`config.mk`:
```
export PLATFORM = sky130hd
export DESIGN_NAME = din_sync_debounce_flat
export DESIGN_NICKNAME = d
export VERILOG_FILES = /design/src/rtl/din_sync_debounce_if.sv /design/src/rtl/din_sync_debounce.sv /design/src/flat_wrapper.sv
export SDC_FILE = /design/constraint.sdc
export NUM_CORES = 1
export LEC_CHECK = 0
export CAP_MARGIN = 20
export CELL_PAD_IN_SITES_DETAIL_PLACEMENT = 0
export CELL_PAD_IN_SITES_GLOBAL_PLACEMENT = 1
export CORE_ASPECT_RATIO = 1.4
export CORE_MARGIN = 1
export CORE_UTILIZATION = 40
export DETAILED_ROUTE_END_ITERATION = 6
export HOLD_SLACK_MARGIN = 0.05
export PLACE_DENSITY_LB_ADDON = 0.1
export SYNTH_ARGS = -nofsm -noshare
export SYNTH_HDL_FRONTEND = slang
export SYNTH_SLANG_ARGS = --single-unit
```
`constraint.sdc`:
```
create_clock -name clk -period 4.8 [get_ports clk]
set_input_delay 0.72 -clock clk [delete_from_list [all_inputs] [get_ports clk]]
set_output_delay 0.72 -clock clk [all_outputs]
set_load 0.05 [all_outputs]
```
`src/rtl/din_sync_debounce_if.sv`:
```
// Signal bundle between the input-conditioning stage and whatever drives/consumes it.
// The DUT takes the slave modport; the stimulus or upstream logic takes the master modport.
interface din_sync_debounce_if #(
  parameter int GLITCH_W = 8
);
  logic                din_async;
  logic                en;
  logic                clr_glitch;
  logic                dout;
  logic                busy;
  logic                glitch;
  logic [GLITCH_W-1:0] glitch_cnt;

  modport master (
    output din_async, en, clr_glitch,
    input  dout, busy, glitch, glitch_cnt
  );

  modport slave (
    input  din_async, en, clr_glitch,
    output dout, busy, glitch, glitch_cnt
  );
endinterface

```
`src/rtl/din_sync_debounce.sv`:
```
// Synchronises an asynchronous level into clk and only passes changes that stay stable
// for STABLE_CNT consecutive samples; aborted candidates are reported and counted.
module din_sync_debounce #(
  parameter int SYNC_STAGES = 2,
  parameter int STABLE_CNT  = 8,
  parameter bit RESET_VAL   = 1'b0,
  parameter int GLITCH_W    = 8
) (
  input logic               clk,
  input logic               rst_n,
  din_sync_debounce_if.slave bus
);

  localparam int CNT_W = $clog2(STABLE_CNT + 1);
  localparam logic [CNT_W-1:0]    CNT_LAST   = CNT_W'(STABLE_CNT - 1);
  localparam logic [GLITCH_W-1:0] GLITCH_MAX = '1;

  if (SYNC_STAGES < 2 || SYNC_STAGES > 4) begin : g_bad_sync
    $error("din_sync_debounce: SYNC_STAGES must be 2..4");
  end
  if (STABLE_CNT < 2 || STABLE_CNT > 65535) begin : g_bad_stable
    $error("din_sync_debounce: STABLE_CNT must be 2..65535");
  end

  typedef enum logic {
    IDLE = 1'b0,
    QUAL = 1'b1
  } state_e;

  logic [SYNC_STAGES-1:0] sync_q, sync_d;
  state_e                 state_q, state_d;
  logic [CNT_W-1:0]       cnt_q, cnt_d;
  logic                   dout_q, dout_d;
  logic                   busy_q;
  logic                   glitch_q, glitch_d;
  logic [GLITCH_W-1:0]    glitch_cnt_q, glitch_cnt_d;
  logic [GLITCH_W-1:0]    glitch_base;
  logic                   s;

  // The raw input touches nothing but the first synchroniser flop.
  assign sync_d = {sync_q[SYNC_STAGES-2:0], bus.din_async};
  assign s      = sync_q[SYNC_STAGES-1];

  // NOTE: every variable gets a default before the case so no path leaves it unassigned (no latches).
  always_comb begin
    state_d  = state_q;
    cnt_d    = cnt_q;
    dout_d   = dout_q;
    glitch_d = 1'b0;
    unique case (state_q)
      IDLE: begin
        if (bus.en && (s != dout_q)) begin
          state_d = QUAL;
          cnt_d   = CNT_W'(1);
        end else begin
          cnt_d   = '0;
        end
      end
      QUAL: begin
        if (!bus.en) begin
          state_d = IDLE;
          cnt_d   = '0;
        end else if (s == dout_q) begin
          state_d  = IDLE;
          cnt_d    = '0;
          glitch_d = 1'b1;
        end else if (cnt_q == CNT_LAST) begin
          dout_d  = s;
          state_d = IDLE;
          cnt_d   = '0;
        end else begin
          cnt_d   = cnt_q + CNT_W'(1);
        end
      end
      default: begin
        state_d = IDLE;
        cnt_d   = '0;
      end
    endcase
  end

  // Clear wins first, then a coincident abort is still counted.
  always_comb begin
    glitch_base  = bus.clr_glitch ? '0 : glitch_cnt_q;
    glitch_cnt_d = glitch_base;
    if (glitch_d && (glitch_base != GLITCH_MAX)) begin
      glitch_cnt_d = glitch_base + GLITCH_W'(1);
    end
  end

  // NOTE: state flops use non-blocking assignments so every flop samples pre-edge values.
  always_ff @(posedge clk or negedge rst_n) begin
    if (!rst_n) begin
      sync_q       <= {SYNC_STAGES{RESET_VAL}};
      state_q      <= IDLE;
      cnt_q        <= '0;
      dout_q       <= RESET_VAL;
      busy_q       <= 1'b0;
      glitch_q     <= 1'b0;
      glitch_cnt_q <= '0;
    end else begin
      sync_q       <= sync_d;
      state_q      <= state_d;
      cnt_q        <= cnt_d;
      dout_q       <= dout_d;
      busy_q       <= (state_d == QUAL);
      glitch_q     <= glitch_d;
      glitch_cnt_q <= glitch_cnt_d;
    end
  end

  assign bus.dout       = dout_q;
  assign bus.busy       = busy_q;
  assign bus.glitch     = glitch_q;
  assign bus.glitch_cnt = glitch_cnt_q;

  a_cnt_range: assert property (@(posedge clk) disable iff (!rst_n) cnt_q < CNT_W'(STABLE_CNT));
  a_idle_cnt:  assert property (@(posedge clk) disable iff (!rst_n) (state_q == IDLE) |-> (cnt_q == '0));
  a_glitch_ib: assert property (@(posedge clk) disable iff (!rst_n) glitch_q |-> !busy_q);

endmodule

```
`src/flat_wrapper.sv`:
```
// flat-port wrapper written by rule: the top's interface ports become plain ports
module din_sync_debounce_flat 
#(
  parameter int SYNC_STAGES = 2,
  parameter int STABLE_CNT  = 8,
  parameter bit RESET_VAL   = 1'b0,
  parameter int GLITCH_W    = 8
)
  (clk, rst_n, bus_din_async, bus_en, bus_clr_glitch, bus_dout, bus_busy, bus_glitch, bus_glitch_cnt);
  din_sync_debounce_if #(.GLITCH_W(GLITCH_W)) bus_i ();
  input logic clk;
  input logic rst_n;
  input wire logic [$bits(bus_i.din_async)-1:0] bus_din_async;
  input wire logic [$bits(bus_i.en)-1:0] bus_en;
  input wire logic [$bits(bus_i.clr_glitch)-1:0] bus_clr_glitch;
  output wire logic [$bits(bus_i.dout)-1:0] bus_dout;
  output wire logic [$bits(bus_i.busy)-1:0] bus_busy;
  output wire logic [$bits(bus_i.glitch)-1:0] bus_glitch;
  output wire logic [$bits(bus_i.glitch_cnt)-1:0] bus_glitch_cnt;
  assign bus_i.din_async = bus_din_async;
  assign bus_i.en = bus_en;
  assign bus_i.clr_glitch = bus_clr_glitch;
  assign bus_dout = bus_i.dout;
  assign bus_busy = bus_i.busy;
  assign bus_glitch = bus_i.glitch;
  assign bus_glitch_cnt = bus_i.glitch_cnt;
  din_sync_debounce #(.SYNC_STAGES(SYNC_STAGES), .STABLE_CNT(STABLE_CNT), .RESET_VAL(RESET_VAL), .GLITCH_W(GLITCH_W)) u_core (.clk(clk), .rst_n(rst_n), .bus(bus_i));
endmodule
```
-- Yosys cells after proc, flatten, opt, wreduce, memory -nomap -nowiden
Index checks and enable logic that the tools add are counted.
- register bits after elaboration: 17
- $add $sub $neg: 2
- mux-type cells: 15
- bitwise operators: 2
- reduce and logical (&&, ||, !) cells: 3
- eq/ne operators: 4
- operators with widths (kind ; number):
    2-to-1 mux 8 bit ; 2
    2-to-1 mux 4 bit ; 3
    adder 8 x 1 -> 8 bit, second input constant ; 1
    2-to-1 mux 1 bit ; 8
    != test 8 bit, second input constant ; 1
    case mux 4 bit (2 select lines) ; 1
    adder 4 x 1 -> 4 bit, second input constant ; 1
    equality test 4 x 3 -> 1 bit, second input constant ; 1
    AND reduction 4 bit ; 1
    logical AND 1 bit ; 2
    inverter 1 bit ; 2
    case mux 1 bit (2 select lines) ; 1
    equality test 1 bit ; 1
    != test 1 bit ; 1

-- Longest topological paths before layout
Gate-level depths: netlist of run 1.
- depth in word-level cells: 6
- depth in mapped cells: 7

-- Least setup slack after synthesis of run 1
Ideal clock, no wire load.
- path type: input-to-reg
- start: input bus_clr_glitch
- end: register u_core.glitch_cnt_q[1] (netlist: u_core.bus.glitch_cnt[1])
- path slack: 2.563 ns
- library setup time: 0.125 ns
- stages: 7
- arrival: 2.112 ns
- required time: 4.675 ns
- buffers on the path: 1
- cell sequence: buf_2 -> nor2b_1 -> ha_1 -> nand3b_1 -> nor3_2 -> nand2b_1 -> mux2_2
- cells in the longest elaborated chain, start to end: 4
- elaborated cells between the ends (all ways): 5
- ends and longest elaborated chain (what ; line ; text):
    start: declaration ; flat_wrapper.sv:15 ; input wire logic [$bits(bus_i.clr_glitch)-1:0] bus_clr_glitch;
    2-to-1 mux 8 bit * ; din_sync_debounce.sv:84 ; glitch_base = bus.clr_glitch ? '0 : glitch_cnt_q;
    branches (longest 2 deep; another with adder 8 x 1 -> 8 bit) ; -- ;
    2-to-1 mux 8 bit * ; din_sync_debounce.sv:86 ; if (glitch_d && (glitch_base != GLITCH_MAX)) begin
    net u_core.glitch_cnt_d[1] ; din_sync_debounce.sv:36 ; logic [GLITCH_W-1:0] glitch_cnt_q, glitch_cnt_d;
    end signal: assignment ; din_sync_debounce.sv:108 ; glitch_cnt_q <= glitch_cnt_d;
    end: declaration ; din_sync_debounce.sv:36 ;
Mark *: on every way through the listed nets, which the timed path passes.
A chain may end at the register's enable or synchronous reset.

-- Worst setup path after layout of run 1
Ends and elaborated chain as after synthesis.

==> reports/metrics.cfg, run 1 <==
[clocking]
post_cts_resized=0
htreeDepth=1
hold_buffers=0
post_cts_buffers=0
path_clk_slew_ps=90
root_buffer=clkbuf_4
cts_tree=yes
cts_buffers=3
cts_buffer_depth=2
cts.sinks=17
clock_latency_ps=280

[synthesis]
synth_seq_cells=17
ys_top_cells_by_count=17 x dfrtp_1, 7 x nand3_1, 7 x nor2_1
yosysSeqAreaShare_pct=53.5
ys.flop_type=dfrtp_1
netlist_instances=77
syn-cell-area_um2=795
ys_types=25
syn-num-nets=84
synthTopCellsByArea=dfrtp_1 54%, nand3_1 4.4%, mux2_2 4.3%
yosysTopAreaCell=dfrtp_1
synthArstFlopShare_pct=100
synth_top_cell_area_share_pct=53.5
synth_edf_count=0
yosys_warnings=0
avgSynthCellArea_um2=10.3
synth_most_common_cell=dfrtp_1

[sta]
worst_slew_pin_slew_ps=746
timing.final.crit_share_pct=54.1
max_clock_freq_mhz=385
fin_tns_setup_ps=0
rsz0062_at_grt=no
drv_slew=0
finalSetupViolations=0
relSlewSlack_pct=50.1
fin_skew_ps=0.441
hold_viol=0
finalCriticalPeriod_ps=2600

[setup_path]
path_max_fanout=10
cp-start-kind=primary input
cp_slowest_stage_delay_ps=570
cp_slowest_cell=clkdlybuf4s50_1
crit_required_ps=4970
critPathArrivalTime_ps=2770
critical_path_class=in2reg
crit_chain=clkdlybuf4s50_1 > nor2b_1 > ha_1 > nand3b_1 > nor3_2 > nand2b_1 > mux2_2
worstSetupEndpointType=flop

[grt]
grt_max_degree=18
grt_pass1_vias=585
gr-usage-met1_pct=18.7
grt_util_met3_pct=3.25
grt_pass1_wl_um=2460
grt_usage_pct=17.6
gr-total-overflow=0
use_met2_pct=28.4
busiest_layer=met2
antenna_found_initial=0

[final_layout]
synthToLayoutAreaGrowth_pct=24.1
finish.utilization_pct=54.0
finish.net_count=102
diodes=0
drive_gt1_share_pct=7.45

[die]
die_w_um=39.7
coreArea_um2=1820
io_pins=16
num_rows=18
dieArea_um2=2170
start_util_pct=43.6
fp.dieH_um=54.7

[routing]
drc=0
drt-pass1-iter-count=3
viasPerCell=5.51
drtIter0Drc=10
drt-total-wl_um=1550
via_count=628
antenna_left=0
routedWlPerCell_um=13.6

[placement]
dp_hpwl_um=1170
gp_congestion=0.782
portBuffers=15

[power_and_ir_drop]
ir_worst_vdd_v=0.000203
p_per_area_nw_per_um2=244
leakagePower_nw=0.408

[hold_path]
min_path_type=reg2reg

[run_status]
outcome=completed

[job]
cap_violations=0

==> flip-flops by register name, indices dropped and copies added (netlist names) <==
signal                 count
u_core.state_q             1
u_core.sync_q              2
u_core.cnt_q               4
u_core.bus.glitch_cnt      8
u_core.bus.glitch          1
u_core.bus.dout            1
==> critical path: cells and delay by family <==
kind,cells,cell delay [ps]
simple gates,4,880
buf+inv,1,570
mux,1,350
fa+ha+maj,1,250
==> power by group <==
group          leakage [nW]  switching [mW]  internal (mW)
Clock                0.0150          0.0415         0.0322
Combinational         0.163          0.0121        0.00703
Sequential            0.230         0.00219          0.146
Total                 0.408          0.0558          0.185
==> placed cells by master (no fill, tap or decap), types with 2 or more instances in the layout <==
cell / synthesis / final
a21oi_1: 5 / 5
clkbuf_4: 0 / 3
clkdlybuf4s50_1: 0 / 15
dfrtp_1: 17 / 17
ha_1: 2 / 2
inv_1: 4 / 4
mux2_2: 3 / 3
nand2_1: 5 / 5
nand3_1: 7 / 7
nor2_1: 7 / 7
nor2b_1: 4 / 4
nor3_1: 2 / 2
nor4_1: 3 / 3
o31ai_1: 2 / 2
or4_1: 2 / 2
xnor2_1: 2 / 2
xor2_1: 2 / 2
==> per-stage QoR <==
step	worst slack [ps]	hold WS, ps	instances	instance area [µm²]	power (mW)
4_1_cts	2220	368	114	986	0.244
3_5_place_dp	1920	347	110	960	0.170
3_3_place_gp	2010	334	110	960	0.170
5_1_grt	2020	379	114	986	0.252
6_report	2200	365	114	986	0.241
2_1_floorplan	2560	331	77	795	0.160
==> final timing paths <==
path	startpoint	end	slack, ps	cells after the start
hold reg to reg	u_core.sync_q[0]$_DFF_PN0_	u_core.sync_q[1]$_DFF_PN0_	370	0
hold / removal	u_core.sync_q[0]$_DFF_PN0_	u_core.sync_q[1]$_DFF_PN0_	370	0
setup reg to reg	u_core.bus.glitch_cnt[0]$_DFF_PN0_	u_core.bus.glitch_cnt[1]$_DFF_PN0_	2820	6
max in group asynchronous	rst_n	u_core.bus.glitch$_DFF_PN0_	3460	1
min in group asynchronous	rst_n	u_core.cnt_q[2]$_DFF_PN0_	870	1
setup / recovery	bus_clr_glitch	u_core.bus.glitch_cnt[1]$_DFF_PN0_	2200	7
==> area by class of cell <==
class	count	area [µm²]
Fill cell	167	838
Sequential cell	17	425
Multi-Input combinational cell	54	344
Timing Repair Buffer	15	150
Clock buffer	4	26.3
Tap cell	20	25.0
Inverter	4	15.0
==> routing by layer <==
metal / share of wire (%) / wire length (µm)
met4: 3.9 / 61
met3: 3.7 / 57
met5: 0 / 0
met2: 51 / 782
met1: 42 / 643
==> cells by family after synthesis <==
| logic type | Yosys count | synth area share [%] |
|---|---|---|
| flops | 17 | 53.5 |
| compound gates | 9 | 6.93 |
| buf+inv | 6 | 3.15 |
| simple gates | 35 | 23.3 |
| mux | 4 | 5.51 |
| xor+xnor | 4 | 4.41 |
| fa+ha+maj | 2 | 3.15 |
No activity file was read; power rests on OpenSTA's default activity.
==> run 2: changes to the inputs <==
CORE_UTILIZATION = 37   (was 40)
clock period = 2.6 ns   (was 4.8 ns; I/O delays follow)
==> run 2 against run 1 <==
  * Worst setup slack lost 1800 ps
  * Die area grew 7.8%
  * Sequential share of layout area shrank 0.38 points
  * Critical path type unchanged
  * Largest power group unchanged
  * Sequential power grew 85%
  * Clock-buffer cell count is the same
  * Utilization shrank 4.2 points
  * Clock power grew 80%
  * Power grew 84%
  * Highest routed layer unchanged
==> reports/metrics.cfg, run 2 (synthesis results as in run 1) <==
[run_status]
outcome=completed

[final_layout]
final_common_cell=dfrtp_1
largest_reg_flops=8
synthToLayoutAreaGrowth_pct=25.2
drive_gt1_share_pct=8.42
diodes=0
n_fill_cell=214
layout_common_cells=17 x dfrtp_1, 15 x clkdlybuf4s50_1, 7 x nor2_1, 7 x nand3_1
finish.net_count=103

[setup_path]
r2r_start=u_core.bus.glitch_cnt[0]$_DFF_PN0_
crit_chain=clkdlybuf4s50_1 > nor2b_1 > ha_1 > nand3b_1 > nor3_2 > nand2b_1 > mux2_2
r2r_setup_slack_ps=570
cp-start-kind=primary input
critPathArrivalTime_ps=2400
reg2regPathDepth=6
crit_required_ps=2770
worstSetupEndpointType=flop
cp_slowest_stage_delay_ps=520
cp-startpoint=bus_clr_glitch
cp_slowest_cell=clkdlybuf4s50_1
critical_path_class=in2reg
critPathCapture=u_core.bus.glitch_cnt[1]$_DFF_PN0_
path_max_fanout=7
r2r_end=u_core.bus.glitch_cnt[1]$_DFF_PN0_

[die]
fp.dieH_um=56.8
num_rows=19
die_w_um=41.2
io_pins=16
dieArea_um2=2340
coreArea_um2=2000
start_util_pct=39.8

[clocking]
cts.sinks=17
cts_buffer_depth=2
htreeDepth=1
cts_buffers=3
cts_tree=yes
path_clk_slew_ps=90
post_cts_buffers=0
clock_latency_ps=280
post_cts_resized=0
root_buffer=clkbuf_4
hold_buffers=0

[sta]
fin_tns_setup_ps=0
finalCriticalPeriod_ps=2220
relSlewSlack_pct=51.4
drv_slew=0
rsz0062_at_grt=no
finalSetupViolations=0
hold_viol=0
timing.final.crit_share_pct=85.5
max_clock_freq_mhz=450
fin_ws_ps=376
worst_slew_pin_slew_ps=726
fin_skew_ps=2.42

[job]
cap_violations=0

[routing]
viasPerCell=5.55
via_count=644
routedWlPerCell_um=13.6
drt-pass1-iter-count=4
drt-total-wl_um=1580
drc=0
antenna_left=0
drtIter0Drc=6

[grt]
grt_usage_pct=17.3
grt_pass1_wl_um=2700
antenna_found_initial=0
gr-total-overflow=0
grt_pass1_vias=639
grt_max_degree=18

[power_and_ir_drop]
ir_worst_vdd_v=0.000380
leakagePower_nw=0.413
p_per_area_nw_per_um2=445
power_mw=0.443

[placement]
gp_congestion=0.699
dp_slack_ps=97.0
dp_hpwl_um=1220
portBuffers=15

[hold_path]
min_from=u_core.sync_q[0]$_DFF_PN0_
min_path_type=reg2reg

## run 2: cell count changes in the layout (fill, tap and decap cells not counted), sizes merged
cell and change:
buf +1
## run 2: metal layers
| metal | up-vias | GRT usage [%] | part of all wire [%] | wire length (µm) |
|---|---|---|---|---|
| li1 | 307 | - | - | - |
| met1 | 320 | 21.6 | 41 | 648 |
| met2 | 12 | 26.3 | 53 | 836 |
| met3 | 5 | 2.37 | 2.7 | 43 |
| met4 | 0 | 11.1 | 2.9 | 46 |
| met5 | - | 0 | 0 | 0 |
## run 2: how the worst min path moves through the flow
stage / end / slack (ps) / cells after the start
after global routing: u_core.sync_q[1]$_DFF_PN0_ / 400 / 0
after floorplan: u_core.bus.dout$_DFFE_PN0P_ / 90 / 0
final: u_core.sync_q[1]$_DFF_PN0_ / 380 / 0
after CTS: u_core.sync_q[1]$_DFF_PN0_ / 390 / 0
after detailed placement: u_core.sync_q[1]$_DFF_PN0_ / 370 / 0
after global placement: u_core.sync_q[1]$_DFF_PN0_ / 330 / 0
## run 2: where the power goes
part	switching [mW]	internal (mW)	leakage (nW)
Clock	0.0736	0.0596	0.0150
Combinational	0.0225	0.0138	0.168
Sequential	0.00462	0.269	0.230
Total	0.101	0.342	0.413
## run 2: layout make-up
class | instances | area (µm²) | share of cell area, %
repair buffers | 16 | 158 | 15.8
clock buffers | 4 | 26.3 | 2.64
inverters | 4 | 15.0 | 1.51
multi-input cells | 54 | 344 | 34.6
flip-flops and latches | 17 | 425 | 42.8
well taps | 21 | 26.3 | 2.64
## run 2: worst max-delay path, delay by kind of cell
kind          cells  cell delay, ps
fa+ha+maj         1             240
buf+inv           1             520
mux               1             340
simple gates      4             900
## run 2: per-stage QoR
step,utilization (%),instance area [µm²],std cells,hold WS (ps)
final,49.8,995,116,378
after global routing,49.8,995,116,398
after CTS,49.8,995,116,391
after detailed placement,48.5,968,112,367
after global placement,48.5,968,112,334
after floorplan,-,795,77,94.4
==> run 3: changes to the inputs <==
CAP_MARGIN = not set   (was 20)
==> results of run 3 <==
The final DEF is identical to that of run 2; final timing and power are the same.
